<file path="src/rtl/nibble_stim_sequencer.sv">
// nibble_stim_sequencer: clocked, restartable, pausable nibble stepper START_VAL..END_VAL, each held HOLD_CYCLES clocks.
// Define NIBBLE_SEQ_LOOP_EN to wrap END_VAL->START_VAL forever instead of stopping in DONE.
module nibble_stim_sequencer #(
  parameter int HOLD_CYCLES = 10,
  parameter int START_VAL = 0,
  parameter int END_VAL = 15
) (
  input  logic clk,
  input  logic rst,
  input  logic start,
  input  logic pause,
  input  logic abort,
  output logic x3,
  output logic x2,
  output logic x1,
  output logic x0,
  output logic valid,
  output logic step,
  output logic done,
  output logic wrap
);
  localparam int CW = HOLD_CYCLES > 1 ? $clog2(HOLD_CYCLES) : 1;
  localparam logic [CW-1:0] LAST = CW'(HOLD_CYCLES - 1);
  localparam logic [3:0] SV = 4'(START_VAL);
  localparam logic [3:0] EV = 4'(END_VAL);
  typedef enum logic [1:0] {IDLE, RUN, DONE} state_t;
  state_t state, state_n;
  logic [3:0] nib, nib_n;
  logic [CW-1:0] cnt, cnt_n;
  logic valid_n, step_n, done_n, wrap_n;
  always_ff @(posedge clk) begin
    if (rst) begin
      state <= IDLE;
      nib   <= SV;
      cnt   <= '0;
      valid <= 1'b0;
      step  <= 1'b0;
      done  <= 1'b0;
      wrap  <= 1'b0;
    end else begin
      state <= state_n;
      nib   <= nib_n;
      cnt   <= cnt_n;
      valid <= valid_n;
      step  <= step_n;
      done  <= done_n;
      wrap  <= wrap_n;
    end
  end
  always_comb begin
    state_n = state;
    nib_n   = nib;
    cnt_n   = cnt;
    valid_n = valid;
    step_n  = 1'b0;
    done_n  = done;
    wrap_n  = 1'b0;
    if (abort) begin
      state_n = IDLE;
      nib_n   = SV;
      cnt_n   = '0;
      valid_n = 1'b0;
      done_n  = 1'b0;
    end else if (start && state != RUN) begin
      state_n = RUN;
      nib_n   = SV;
      cnt_n   = '0;
      valid_n = 1'b1;
      step_n  = 1'b1;
      done_n  = 1'b0;
    end else if (state == RUN && !pause) begin
      if (cnt != LAST) cnt_n = cnt + 1'b1;
      else if (nib != EV) begin
        nib_n  = nib + 4'd1;
        cnt_n  = '0;
        step_n = 1'b1;
      end else begin
`ifdef NIBBLE_SEQ_LOOP_EN
        nib_n  = SV;
        cnt_n  = '0;
        step_n = 1'b1;
        wrap_n = 1'b1;
`else
        state_n = DONE;
        valid_n = 1'b0;
        done_n  = 1'b1;
`endif
      end
    end
  end
  assign {x3, x2, x1, x0} = nib;
endmodule

</file>
<file path="config.mk">
export PLATFORM = sky130hd
export DESIGN_NAME = nibble_stim_sequencer
export DESIGN_NICKNAME = d
export VERILOG_FILES = /design/src/rtl/nibble_stim_sequencer.sv
export SDC_FILE = /design/constraint.sdc
export NUM_CORES = 1
export LEC_CHECK = 0
export ABC_AREA = 1
export BUFFER_PORTS_ARGS = -buffer_cell sky130_fd_sc_hd__buf_2
export CAP_MARGIN = 10
export CELL_PAD_IN_SITES_DETAIL_PLACEMENT = 0
export CELL_PAD_IN_SITES_GLOBAL_PLACEMENT = 1
export CORE_UTILIZATION = 30
export CTS_BUF_LIST = sky130_fd_sc_hd__clkbuf_8
export CTS_CLUSTER_SIZE = 30
export DETAILED_ROUTE_END_ITERATION = 8
export PLACE_DENSITY_LB_ADDON = 0.1
export SYNTH_ARGS = -nofsm -noshare
export SYNTH_HDL_FRONTEND = slang
export SYNTH_SLANG_ARGS = --single-unit
export TNS_END_PERCENT = 100
</file>
<file path="constraint.sdc">
create_clock -name clk -period 3 [get_ports clk]
set_input_delay 0.6 -clock clk [delete_from_list [all_inputs] [get_ports clk]]
set_output_delay 0.6 -clock clk [all_outputs]
set_load 0.01 [all_outputs]
</file>
==> reports/qor.csv <==
metric,value,unit
"Data required, critical path",2400,ps
number of library cell types mapped by synthesis,22,
full die area,2230,sq um
share of the yosys chip area belonging to registers,0.358,
post-synthesis net count,89,
Final Net Count,104,
Root Driver,sky130_fd_sc_hd__clkbuf_8,
post-route design area,741,sq um
RD Place Congestion,0.763,
combinational group share of total power,0.059,
clk_lat worst skew,230,ps
static leakage power,0.307,nW
clock skew,0.661,ps
Worst Path Max Fanout,6,
max-slew violations,0,
Starting Density,0.316,
clock slew at the register clock pins of the worst setup and hold paths,50,ps
"commonest non-fill, non-tap cell in the layout",sky130_fd_sc_hd__nand2_1,
antenna violations before repair,0,
Seq pwr share,0.479,
"top library cells by usage in the layout, fill and taps aside","sky130_fd_sc_hd__nand2_1, sky130_fd_sc_hd__nand3_1, sky130_fd_sc_hd__dfxtp_1, sky130_fd_sc_hd__buf_2, sky130_fd_sc_hd__a21oi_1",
class of the most critical setup path,register to output pin,
pin count of the biggest net entering global routing,9,
post-CTS setup buffer count,0,
global-route wire length before repair,2180,um
Highest Clock Rate,0.676,GHz
share of the cycle needed by the critical path after routing,0.493,
count of buffer and inverter cells on the critical path,1,
total length of routed wires,1220,um
syn avg cell area,7.40,sq um
Global Route Usage Sum,0.146,
DRC violation count after routing,0,
vias in the first global route,518,
max-capacitance violation count,0,
Final Critical Period,1480,ps
setup repair after global routing missed its margin,false,
final setup violating endpoints,0,
via total after detailed routing,552,
peak per-stage delay on the critical path,460,ps
crit path launch type,register,
gate family responsible for the most delay along the worst path,flip-flops,
number of warnings printed during yosys synthesis,0,
"Hold Vio Cnt, Final",0,
CTS Hold Bufs,0,
"Area growth, synth to finish",20.6,%
switching power share of the total,0.215,
Avg Vias per Cell,4.45,
Synth Register Bits,11,
post-route ant nets,0,
drt first pass iters,4,
worst hold-check path type,register to register,
Top-Level Pins,13,
Num CTS Buffers,3,
Cell Pwr Density,420,nW/um^2
worst IR drop on VDD,0.278,mV
layout cell share with drive strength beyond 1,0.278,
critical path data arrival time,880,ps
outcome,"finished, final reports clean",
# diodes,0,
Core Area,1940,sq um
Detailed Place HPWL,954,um
final-layout setup total negative slack,0,ps
width of the die,47.3,um
height of the chip,47.3,um
post-synthesis instance total,83,
number of H-tree levels,1,
number of buffers inserted by port buffering,11,
share of power burned in the clock network,0.461,
routed wirelength normalized by instance count,9.85,um
net switching power of the design,67.0,uW
synthesized area,614,sq um
total clock sinks,11,
clock tree from TritonCTS,yes,
Pint,244,uW
Resize count post-CTS,0,
Placed Instance Area,696,sq um
Iteration-0 DRC Markers,7,
Site Rows,16,
deepest clock path buffer count,2,
sequence of cells on the critical path,buf_2,
"Max stage delay cell, worst path",sky130_fd_sc_hd__dfxtp_1,
nature of the critical path endpoint,output pin,
total gr overflow,0,
synthesized netlist by cell type (all sizes together):
cell,instances,area share
inv,8,0.049
nand3b,1,0.012
conb,1,0.0061
buf,1,0.012
nand4,3,0.031
clkinv,2,0.012
nor2,12,0.13
ha,1,0.020
o21ai,3,0.024
xor2,1,0.014
dfxtp,11,0.36
nand3,12,0.12
a21oi,8,0.065
nand2,19,0.14
cells by family (layout without fill, tap and decap cells):
kind of cell,after synthesis,in the layout,share of synthesized area
flops,11,11,0.358
xor+xnor,1,1,0.0143
fa+ha+maj,1,1,0.0204
buf+inv,11,25,0.0733
compound gates,11,11,0.0896
simple gates,47,47,0.438
other cells,1,1,0.00610
registers in the layout (all words and copies together) (netlist names):
signal  flops
cnt         4
nib         4
state       2
step        1
power by group through the flow:
stage	combinational, mW	sequential (mW)	clock (mW)
floorplan	0.0121	0.152	0
global placement	0.0184	0.152	0
detailed placement	0.0186	0.152	0
CTS	0.0187	0.149	0.153
global route	0.0208	0.149	0.159
finish	0.0185	0.149	0.143
per-stage QoR:
step | util | hold slack [ps] | total power, mW | instances | setup slack [ps]
after global routing | 0.381 | 526 | 0.329 | 124 | 1430
after CTS | 0.381 | 494 | 0.321 | 124 | 1500
after global placement | 0.358 | 481 | 0.170 | 120 | 1620
final | 0.381 | 490 | 0.311 | 124 | 1520
after detailed placement | 0.358 | 481 | 0.171 | 120 | 1610
after floorplan | - | 487 | 0.165 | 83 | 1820
path summary, 6_finish.rpt:
path	startpoint	endpoint	slack (ps)	cells past startpoint
max reg2reg	nib[1]$_SDFFE_PP0P_	nib[0]$_SDFFE_PP0P_	1780	7
min	state[1]$_SDFFE_PP0P_	state[1]$_SDFFE_PP0P_	490	2
min reg2reg	state[1]$_SDFFE_PP0P_	state[1]$_SDFFE_PP0P_	490	2
max	nib[2]$_SDFFE_PP0P_	x2	1520	1
tightest hold or removal path, cell delays in order (launching register included):
cell and delay [ps]:
sky130_fd_sc_hd__dfxtp_1 310, sky130_fd_sc_hd__inv_2 70, sky130_fd_sc_hd__a21oi_1 60
per-layer routing:
| layer | track usage | vias to the layer above | part of all wire |
|---|---|---|---|
| li1 | - | 296 | - |
| met1 | 0.170 | 241 | 0.48 |
| met2 | 0.233 | 13 | 0.45 |
| met3 | 0.0692 | 2 | 0.054 |
| met4 | 0.0514 | 0 | 0.0082 |
| met5 | 0 | - | 0 |
area by class of cell:
type	instances	area [sq um]
Multi-Input combinational cell	61	349
Timing Repair Buffer	11	55.1
Fill cell	219	1200
Sequential cell	11	220
Clock inverter	1	3.75
Clock buffer	3	41.3
Inverter	10	37.5
Tap cell	27	33.8
No activity file was read; power rests on OpenSTA's default activity.
